<file path="src/rtl/axi8_lite_arbiter.sv">
// Two-client round-robin arbiter that sequences single-beat AXI-lite reads/writes
// to an 8-bit register slave, with a per-transaction watchdog.
module axi8_lite_arbiter #(
  parameter int ADDR_W         = 1,
  parameter int TIMEOUT_CYCLES = 16
) (
  input  logic                  clk,
  input  logic                  rst,
  input  logic [1:0]            req_valid,
  input  logic [1:0]            req_write,
  input  logic [2*ADDR_W-1:0]   req_addr,
  input  logic [15:0]           req_wdata,
  output logic [1:0]            req_ready,
  output logic [1:0]            rsp_valid,
  output logic [7:0]            rsp_rdata,
  output logic                  rsp_err,
  output logic                  busy,
  output logic                  m_awvalid,
  output logic                  m_wvalid,
  output logic                  m_bready,
  output logic                  m_arvalid,
  output logic                  m_rready,
  output logic [ADDR_W-1:0]     m_addr,
  output logic [7:0]            m_wdata,
  output logic                  m_wstrb,
  input  logic                  s_awready,
  input  logic                  s_wready,
  input  logic                  s_bvalid,
  input  logic                  s_arready,
  input  logic                  s_rvalid,
  input  logic [7:0]            s_rdata
);

  typedef enum logic [2:0] {
    IDLE    = 3'd0,
    WR_AW_W = 3'd1,
    WR_B    = 3'd2,
    RD_AR   = 3'd3,
    RD_R    = 3'd4,
    RESP    = 3'd5
  } state_e;

  localparam int              CNT_W    = (TIMEOUT_CYCLES > 2) ? $clog2(TIMEOUT_CYCLES) : 1;
  localparam logic [CNT_W-1:0] CNT_LAST = CNT_W'((TIMEOUT_CYCLES > 0) ? TIMEOUT_CYCLES - 1 : 0);
  localparam bit              TO_EN    = (TIMEOUT_CYCLES > 0);

  state_e              state_q, state_d;
  logic [CNT_W-1:0]    cnt_q, cnt_d;
  logic                last_grant_q, last_grant_d;
  logic                id_q, id_d;
  logic                m_awvalid_q, m_awvalid_d;
  logic                m_wvalid_q, m_wvalid_d;
  logic                m_bready_q, m_bready_d;
  logic                m_arvalid_q, m_arvalid_d;
  logic                m_rready_q, m_rready_d;
  logic [ADDR_W-1:0]   m_addr_q, m_addr_d;
  logic [7:0]          m_wdata_q, m_wdata_d;
  logic                m_wstrb_q, m_wstrb_d;
  logic [1:0]          rsp_valid_q, rsp_valid_d;
  logic [7:0]          rsp_rdata_q, rsp_rdata_d;
  logic                rsp_err_q, rsp_err_d;

  logic                any_req;
  logic                gnt_id;
  logic                to_hit;
  logic                done;
  logic                abort;
  logic                aw_done;
  logic                w_done;

  // Round-robin pick: on a tie the client that did not win last time is served.
  always_comb begin
    any_req = |req_valid;
    gnt_id  = 1'b0;
    case (req_valid)
      2'b01:   gnt_id = 1'b0;
      2'b10:   gnt_id = 1'b1;
      2'b11:   gnt_id = ~last_grant_q;
      default: gnt_id = 1'b0;
    endcase
    req_ready = 2'b00;
    if (state_q == IDLE && any_req && !rst) begin
      req_ready = gnt_id ? 2'b10 : 2'b01;
    end
  end

  always_comb begin
    state_d      = state_q;
    cnt_d        = cnt_q;
    last_grant_d = last_grant_q;
    id_d         = id_q;
    m_awvalid_d  = m_awvalid_q;
    m_wvalid_d   = m_wvalid_q;
    m_bready_d   = m_bready_q;
    m_arvalid_d  = m_arvalid_q;
    m_rready_d   = m_rready_q;
    m_addr_d     = m_addr_q;
    m_wdata_d    = m_wdata_q;
    m_wstrb_d    = m_wstrb_q;
    rsp_valid_d  = 2'b00;
    rsp_rdata_d  = rsp_rdata_q;
    rsp_err_d    = rsp_err_q;
    done         = 1'b0;
    abort        = 1'b0;
    to_hit       = TO_EN && (cnt_q == CNT_LAST);
    aw_done      = ~m_awvalid_q | s_awready;
    w_done       = ~m_wvalid_q | s_wready;

    case (state_q)
      IDLE: begin
        if (any_req) begin
          id_d         = gnt_id;
          last_grant_d = gnt_id;
          cnt_d        = '0;
          m_addr_d     = gnt_id ? req_addr[ADDR_W +: ADDR_W] : req_addr[0 +: ADDR_W];
          if (gnt_id ? req_write[1] : req_write[0]) begin
            state_d     = WR_AW_W;
            m_awvalid_d = 1'b1;
            m_wvalid_d  = 1'b1;
            m_wstrb_d   = 1'b1;
            m_wdata_d   = gnt_id ? req_wdata[15:8] : req_wdata[7:0];
          end else begin
            state_d     = RD_AR;
            m_arvalid_d = 1'b1;
          end
        end
      end
      WR_AW_W: begin
        cnt_d       = cnt_q + CNT_W'(1);
        // AW and W retire independently; either may finish first.
        m_awvalid_d = m_awvalid_q & ~s_awready;
        m_wvalid_d  = m_wvalid_q & ~s_wready;
        if (aw_done && w_done) begin
          state_d    = WR_B;
          m_bready_d = 1'b1;
        end else if (to_hit) begin
          abort = 1'b1;
        end
      end
      WR_B: begin
        cnt_d = cnt_q + CNT_W'(1);
        if (s_bvalid) begin
          done = 1'b1;
        end else if (to_hit) begin
          abort = 1'b1;
        end
      end
      RD_AR: begin
        cnt_d = cnt_q + CNT_W'(1);
        if (s_arready) begin
          state_d     = RD_R;
          m_arvalid_d = 1'b0;
          m_rready_d  = 1'b1;
        end else if (to_hit) begin
          abort = 1'b1;
        end
      end
      RD_R: begin
        cnt_d = cnt_q + CNT_W'(1);
        if (s_rvalid) begin
          done        = 1'b1;
          rsp_rdata_d = s_rdata;
        end else if (to_hit) begin
          abort = 1'b1;
        end
      end
      RESP: begin
        state_d = IDLE;
      end
      default: begin
        state_d = IDLE;
      end
    endcase

    // A completing handshake is checked before the watchdog, so it wins a tie.
    if (done || abort) begin
      state_d     = RESP;
      m_awvalid_d = 1'b0;
      m_wvalid_d  = 1'b0;
      m_bready_d  = 1'b0;
      m_arvalid_d = 1'b0;
      m_rready_d  = 1'b0;
      m_addr_d    = '0;
      m_wdata_d   = '0;
      m_wstrb_d   = 1'b0;
      rsp_valid_d = id_q ? 2'b10 : 2'b01;
      rsp_err_d   = abort;
    end
  end

  always_ff @(posedge clk or posedge rst) begin
    if (rst) begin
      state_q      <= IDLE;
      cnt_q        <= '0;
      last_grant_q <= 1'b1;
      id_q         <= 1'b0;
      m_awvalid_q  <= 1'b0;
      m_wvalid_q   <= 1'b0;
      m_bready_q   <= 1'b0;
      m_arvalid_q  <= 1'b0;
      m_rready_q   <= 1'b0;
      m_addr_q     <= '0;
      m_wdata_q    <= '0;
      m_wstrb_q    <= 1'b0;
      rsp_valid_q  <= 2'b00;
      rsp_rdata_q  <= '0;
      rsp_err_q    <= 1'b0;
    end else begin
      state_q      <= state_d;
      cnt_q        <= cnt_d;
      last_grant_q <= last_grant_d;
      id_q         <= id_d;
      m_awvalid_q  <= m_awvalid_d;
      m_wvalid_q   <= m_wvalid_d;
      m_bready_q   <= m_bready_d;
      m_arvalid_q  <= m_arvalid_d;
      m_rready_q   <= m_rready_d;
      m_addr_q     <= m_addr_d;
      m_wdata_q    <= m_wdata_d;
      m_wstrb_q    <= m_wstrb_d;
      rsp_valid_q  <= rsp_valid_d;
      rsp_rdata_q  <= rsp_rdata_d;
      rsp_err_q    <= rsp_err_d;
    end
  end

  assign busy      = (state_q != IDLE);
  assign m_awvalid = m_awvalid_q;
  assign m_wvalid  = m_wvalid_q;
  assign m_bready  = m_bready_q;
  assign m_arvalid = m_arvalid_q;
  assign m_rready  = m_rready_q;
  assign m_addr    = m_addr_q;
  assign m_wdata   = m_wdata_q;
  assign m_wstrb   = m_wstrb_q;
  assign rsp_valid = rsp_valid_q;
  assign rsp_rdata = rsp_rdata_q;
  assign rsp_err   = rsp_err_q;

endmodule

</file>
<file path="config.mk">
export PLATFORM = sky130hd
export DESIGN_NAME = axi8_lite_arbiter
export DESIGN_NICKNAME = d
export VERILOG_FILES = /design/src/rtl/axi8_lite_arbiter.sv
export SDC_FILE = /design/constraint.sdc
export NUM_CORES = 1
export LEC_CHECK = 0
export CORE_MARGIN = 4
export CORE_UTILIZATION = 45
export CTS_CLUSTER_DIAMETER = 80
export DETAILED_ROUTE_END_ITERATION = 10
export PLACE_DENSITY = 0.82
export SETUP_SLACK_MARGIN = 0.3
export SLEW_MARGIN = 20
export SYNTH_ARGS = -nofsm -noshare
export SYNTH_HDL_FRONTEND = slang
export SYNTH_SLANG_ARGS = --single-unit
</file>
<file path="constraint.sdc">
create_clock -name clk -period 2.56 [get_ports clk]
set_input_delay 0.512 -clock clk [delete_from_list [all_inputs] [get_ports clk]]
set_output_delay 0.512 -clock clk [all_outputs]
set_load 0.03 [all_outputs]
</file>
==> results.py, run 1 <==
metrics = {
    "placed_design": {
        "pre_cts_slack_ns": 0.126,
        "numPortBuffers": 65,
        "dp_hpwl_um": 3370,
        "dp.cells": 266,
        "gp_congestion": 0.811,
    },
    "synth": {
        "synthFlopType": "dfrtp_1",
        "yosys-top-cells-area": "dfrtp_1, mux2i_1, mux2_2, o32ai_1, nand2_1",
        "yosys.area.top_type_share": 0.492,
        "syn-num-nets": 193,
        "synth.avg_cell_area_sq_um": 11.1,
        "yosysTopAreaCell": "dfrtp_1",
        "ys_ff_latch": 35,
        "synth_edf_count": 0,
        "syn_inst": 155,
        "synth_cell_types": 43,
        "async_flop_share": 1.00,
        "syn-cell-area_sq_um": 1730,
        "synth_warnings": 0,
        "ys_seq_area_frac": 0.508,
    },
    "global_routing": {
        "grtUsageMet1": 0.233,
        "grt_pass1_vias": 1619,
        "grt_antenna_before_repair": 0,
        "grtUsageMet2": 0.307,
        "top_usage_layer": "met2",
        "grtUsageTotal": 0.193,
        "overflow": 0,
        "grt_max_degree": 36,
        "grt_pass1_wl_um": 7470,
        "met3_usage": 0.0662,
    },
    "sta": {
        "slew_viol_final": 0,
        "fmax_ghz": 0.447,
        "setup_violations": 0,
        "fin_tns_setup_ns": 0,
        "rsz0062_at_grt": "yes",
        "clock_skew_ns": 0.00753,
        "setup_slack_ns": 0.321,
        "finalHoldViolCount": 0,
        "worst_pin_slew_ns": 0.429,
        "slew_headroom": 0.714,
        "period_minus_slack_ns": 2.24,
        "finalCritPeriodShare": 0.875,
    },
    "clock_tree": {
        "cts_tree": "yes",
        "cts-htree-levels": 2,
        "cts_made_buffers": 5,
        "cts_sinks": 35,
        "path_clk_slew_ns": 0.07,
        "cts_buffer_depth": 2,
        "clk_latency_ns": 0.29,
        "holdBufCountCts": 0,
        "cts_root_buffer": "clkbuf_8",
    },
    "final_layout": {
        "layout.cells.non_filler": 277,
        "diodes": 0,
        "area_growth_pct": 50.4,
        "drive_gt1_frac": 0.166,
        "fillers": 278,
        "multi_input_area_sq_um": 791,
        "seq_area_sq_um": 878,
        "utilization": 0.705,
        "fin_nets": 266,
    },
    "route": {
        "postRouteAntennaNets": 0,
        "firstDrtPassIters": 4,
        "wl_per_cell_um": 16.7,
        "drc_errors": 0,
        "initialDrtViolationCount": 104,
        "drt-total-wl_um": 4620,
        "drt-vias-per-instance": 5.56,
        "routed-via-count": 1541,
    },
    "run_status": {
        "status": "completed",
    },
    "pwr": {
        "power_mw": 3.23,
        "ir_drop_mv": 0.664,
        "p_per_area_nw_per_um2": 1240,
        "power.leakage_nw": 1.12,
    },
    "setup_path": {
        "reg2reg_to": "state_q[2]",
        "cp-endpoint": "req_ready[1]",
        "reg2reg_from": "state_q[0]",
        "worst_r2r_path_depth": 6,
        "r2r_slack_ns": 0.50,
        "cp-startpoint": "state_q[0]",
        "cp-start-kind": "flip-flop",
        "path_max_fanout": 10,
        "endpoint_kind": "output pin",
        "critical_path_class": "flip-flop to output pin",
        "worstPathArrival_ns": 1.73,
        "required_ns": 2.05,
    },
    "floorplan": {
        "die_w_um": 70.0,
        "core_area_sq_um": 3690,
        "start_util": 0.468,
        "ios": 66,
        "std_cell_rows": 22,
        "die_area_sq_um": 4900,
        "die_h_um": 70.0,
    },
    "min_path": {
        "hold_path.class": "flip-flop to flip-flop",
    },
    "run": {
        "timing.max_cap.violations": 0,
    },
}
## placed cells by master, fill, tap and decap left out, types with 2 or more instances in the layout
| cell type | count |
|---|---|
| nand2b_1 | 3 |
| clkdlybuf4s50_1 | 60 |
| mux2i_1 | 10 |
| nand3_1 | 6 |
| a21oi_1 | 4 |
| dfrtp_1 | 33 |
| nor4bb_1 | 2 |
| xor2_1 | 2 |
| nor2b_1 | 3 |
| o21ai_0 | 9 |
| mux2_2 | 8 |
| and3_1 | 3 |
| nor2_1 | 7 |
| buf_4 | 12 |
| dlymetal6s2s_1 | 2 |
| nor3_1 | 2 |
| clkbuf_8 | 6 |
| o32ai_1 | 8 |
| a211oi_1 | 3 |
| o21ai_1 | 4 |
| nand2_1 | 13 |
## cells in the mapped netlist (2+ instances only)
master     n
a211oi_1   3
a21boi_1   2
a21oi_1    4
and3_1     3
buf_2      4
buf_6      3
clkbuf_1   2
dfrtp_1   34
mux2_2     8
mux2i_1   10
nand2_1   13
nand2b_1   3
nand3_1    6
nor2_1     7
nor2b_1    3
nor3_1     3
nor4bb_1   2
o21ai_0    9
o21ai_1    4
o32ai_1    8
xor2_1     2
## logic make-up after synthesis
kind of cell,share of synthesized area
AO/OA/AOI/OAI,0.156
XOR/XNOR,0.0101
adder cells (fa/ha/maj),0.00724
buffers and inverters,0.0442
flip-flops,0.508
multiplexers,0.110
AND/OR/NAND/NOR,0.164
## per-layer routing
layer / share of wire / vias to the layer above
li1: - / 724
met1: 0.39 / 731
met2: 0.50 / 74
met3: 0.084 / 12
met4: 0.021 / 0
met5: 0 / -
## state kept, by name, summed over array words and instances, names as in the netlist
signal / flops
cnt_q: 4
id_q: 1
last_grant_q: 1
m_addr: 1
m_arvalid: 1
m_awvalid: 1
m_bready: 1
m_rready: 1
m_wdata: 8
m_wstrb: 1
m_wvalid: 1
rsp_err: 1
rsp_rdata: 8
rsp_valid: 2
state_q: 3
## what timing repair did
item                                    in CTS  in global routing
setup buffers                                0                  3
endpoints found under the setup margin       2                  6
gates cloned                                 0                  0
pin swaps                                    0                  2
gates resized for setup                      2                  4
## through the flow
stage	area (sq um)	hold WS, ns
global route	2600	0.477
detailed placement	2430	0.447
floorplan	1730	0.415
global placement	2430	0.440
finish	2600	0.459
CTS	2550	0.460
## how the worst min path moves through the flow
stage / from / end / slack, ns / cells after the start
after floorplan: id_q / rsp_valid[0] / 0.42 / 1
after global placement: id_q / rsp_valid[0] / 0.44 / 1
after detailed placement: id_q / rsp_valid[0] / 0.45 / 1
after CTS: id_q / rsp_valid[0] / 0.46 / 1
after global routing: id_q / rsp_valid[0] / 0.48 / 1
final: id_q / rsp_valid[0] / 0.46 / 1
## report_power, final
| part | total, mW | switching [mW] | leakage, nW | internal (mW) |
|---|---|---|---|---|
| clock network | 0.515 | 0.200 | 0.0612 | 0.315 |
| registers | 1.03 | 0.212 | 0.438 | 0.820 |
| logic | 1.68 | 0.934 | 0.616 | 0.747 |
## area by class of cell
class | instances | share of cell area
Clock inverter | 2 | 0.0135
Tap cell | 48 | 0.0231
Multi-Input combinational cell | 108 | 0.304
Sequential cell | 35 | 0.338
Inverter | 2 | 0.00289
Clock buffer | 6 | 0.0318
Timing Repair Buffer | 76 | 0.286
## worst max-delay path, stage by stage, from the launching register on
cell	delay, ns
dfrtp_1	0.51
nor3_4	0.32
inv_2	0.13
nor2_2	0.13
and3_1	0.18
buf_4	0.16
Power figures use the tool's default switching activity.
==> run 2: changes to the inputs <==
Settings changed: CORE_ASPECT_RATIO from default to 0.5, CORE_MARGIN 4 to default.
==> results.py, run 2 (synthesis gave the netlist of run 1 again) <==
metrics = {
    "clock_tree": {
        "cts_root_buffer": "clkbuf_8",
        "holdBufCountCts": 0,
        "clk_latency_ns": 0.28,
        "cts_made_buffers": 5,
        "cts_tree": "yes",
        "cts_buffer_depth": 2,
        "cts_sinks": 35,
        "cts-htree-levels": 2,
        "path_clk_slew_ns": 0.07,
    },
    "route": {
        "wl_per_cell_um": 15.7,
        "postRouteAntennaNets": 0,
        "drt-total-wl_um": 4320,
        "initialDrtViolationCount": 115,
        "routed-via-count": 1524,
        "drc_errors": 0,
        "firstDrtPassIters": 4,
        "drt-vias-per-instance": 5.52,
    },
    "sta": {
        "setup_violations": 0,
        "clock_skew_ns": 0.00758,
        "slew_headroom": 0.597,
        "worst_pin_slew_ns": 0.605,
        "fin_tns_setup_ns": 0,
        "period_minus_slack_ns": 2.19,
        "rsz0062_at_grt": "yes",
        "finalHoldViolCount": 0,
        "fmax_ghz": 0.457,
        "finalCritPeriodShare": 0.854,
        "slew_viol_final": 0,
    },
    "final_layout": {
        "stdcell_area_sq_um": 2540,
        "area_growth_pct": 47.2,
        "final_common_cell": "clkdlybuf4s50_1",
        "drive_gt1_frac": 0.151,
        "diodes": 0,
        "final_cell_mix": "clkdlybuf4s50_1, dfrtp_1, nand2_1",
        "layout.cells.non_filler": 276,
        "fillers": 253,
        "fin_nets": 264,
        "utilization": 0.717,
    },
    "floorplan": {
        "die_h_um": 45.8,
        "std_cell_rows": 15,
        "core_area_sq_um": 3550,
        "die_w_um": 89.6,
        "ios": 66,
        "die_area_sq_um": 4110,
        "start_util": 0.487,
    },
    "setup_path": {
        "r2r_slack_ns": 0.60,
        "path_max_fanout": 9,
        "path_cells": "nor3_4 -> o21ai_1 -> nor3_2 -> buf_4",
        "worstPathArrival_ns": 1.68,
        "cp-start-kind": "flip-flop",
        "endpoint_kind": "output pin",
        "max_stage_delay_ns": 0.50,
        "crit_slowest_cell": "dfrtp_1",
        "required_ns": 2.05,
        "critical_path_class": "flip-flop to output pin",
    },
    "pwr": {
        "p_per_area_nw_per_um2": 1190,
        "ir_drop_mv": 0.696,
        "power_mw": 3.04,
        "power.leakage_nw": 1.06,
    },
    "placed_design": {
        "dp.cells": 268,
        "numPortBuffers": 65,
        "dpl_cell_area_sq_um": 2430,
        "dp_hpwl_um": 3190,
        "gp_congestion": 0.768,
    },
    "global_routing": {
        "grt_max_degree": 36,
        "grtUsageTotal": 0.233,
        "grt_pass1_wl_um": 6910,
        "grt_antenna_before_repair": 0,
        "overflow": 0,
        "grt_pass1_vias": 1408,
    },
    "min_path": {
        "hold_path.class": "flip-flop to flip-flop",
    },
    "run_status": {
        "status": "completed",
    },
    "run": {
        "timing.max_cap.violations": 0,
    },
}
[run 2: final cells by class]
cell class | instances | area, sq um | area share
clock buffers | 6 | 72.6 | 0.0285
inverters | 2 | 7.51 | 0.00295
multi-input cells | 108 | 797 | 0.313
flip-flops and latches | 35 | 878 | 0.345
well taps | 51 | 63.8 | 0.0251
repair buffers | 74 | 724 | 0.285
[run 2: where the power goes]
part / internal, mW / switching [mW]
Clock: 0.181 / 0.182
Combinational: 0.733 / 0.916
Sequential: 0.820 / 0.206
Total: 1.73 / 1.30
[run 2: layer usage]
metal	vias to the layer above	GRT usage	wire length, um
met5	-	0	0
met4	0	0.0540	24
met3	5	0.0725	183
met2	40	0.379	2180
met1	760	0.308	1940
li1	719	-	-
[run 2: path summary, 6_finish.rpt]
kind,startpoint,to,depth (start not counted)
max,state_q[2],req_ready[0],4
min,rsp_err,rsp_err,2
max reg2reg,state_q[2],state_q[2],6
min reg2reg,rsp_err,rsp_err,2
max in group asynchronous,rst,last_grant_q,3
min in group asynchronous,rst,m_wstrb,3
[run 2: per-stage QoR]
stage | setup WS, ns | hold slack, ns
floorplan | 0.324 | 0.415
global placement | 0.221 | 0.447
detailed placement | 0.162 | 0.475
CTS | 0.345 | 0.489
global route | 0.273 | 0.495
finish | 0.373 | 0.485
[run 2: critical path, delay by kind of cell, from the launching register on]
kind / cells / cell delay (ns)
compound gates: 1 / 0.17
buf+inv: 1 / 0.20
simple gates: 2 / 0.53
flops: 1 / 0.50
[run 2: what timing repair did]
action | in CTS | in global routing
pin swaps | 0 | 2
resized for setup | 2 | 2
setup endpoints to repair | 2 | 10
buffers inserted | 0 | 2
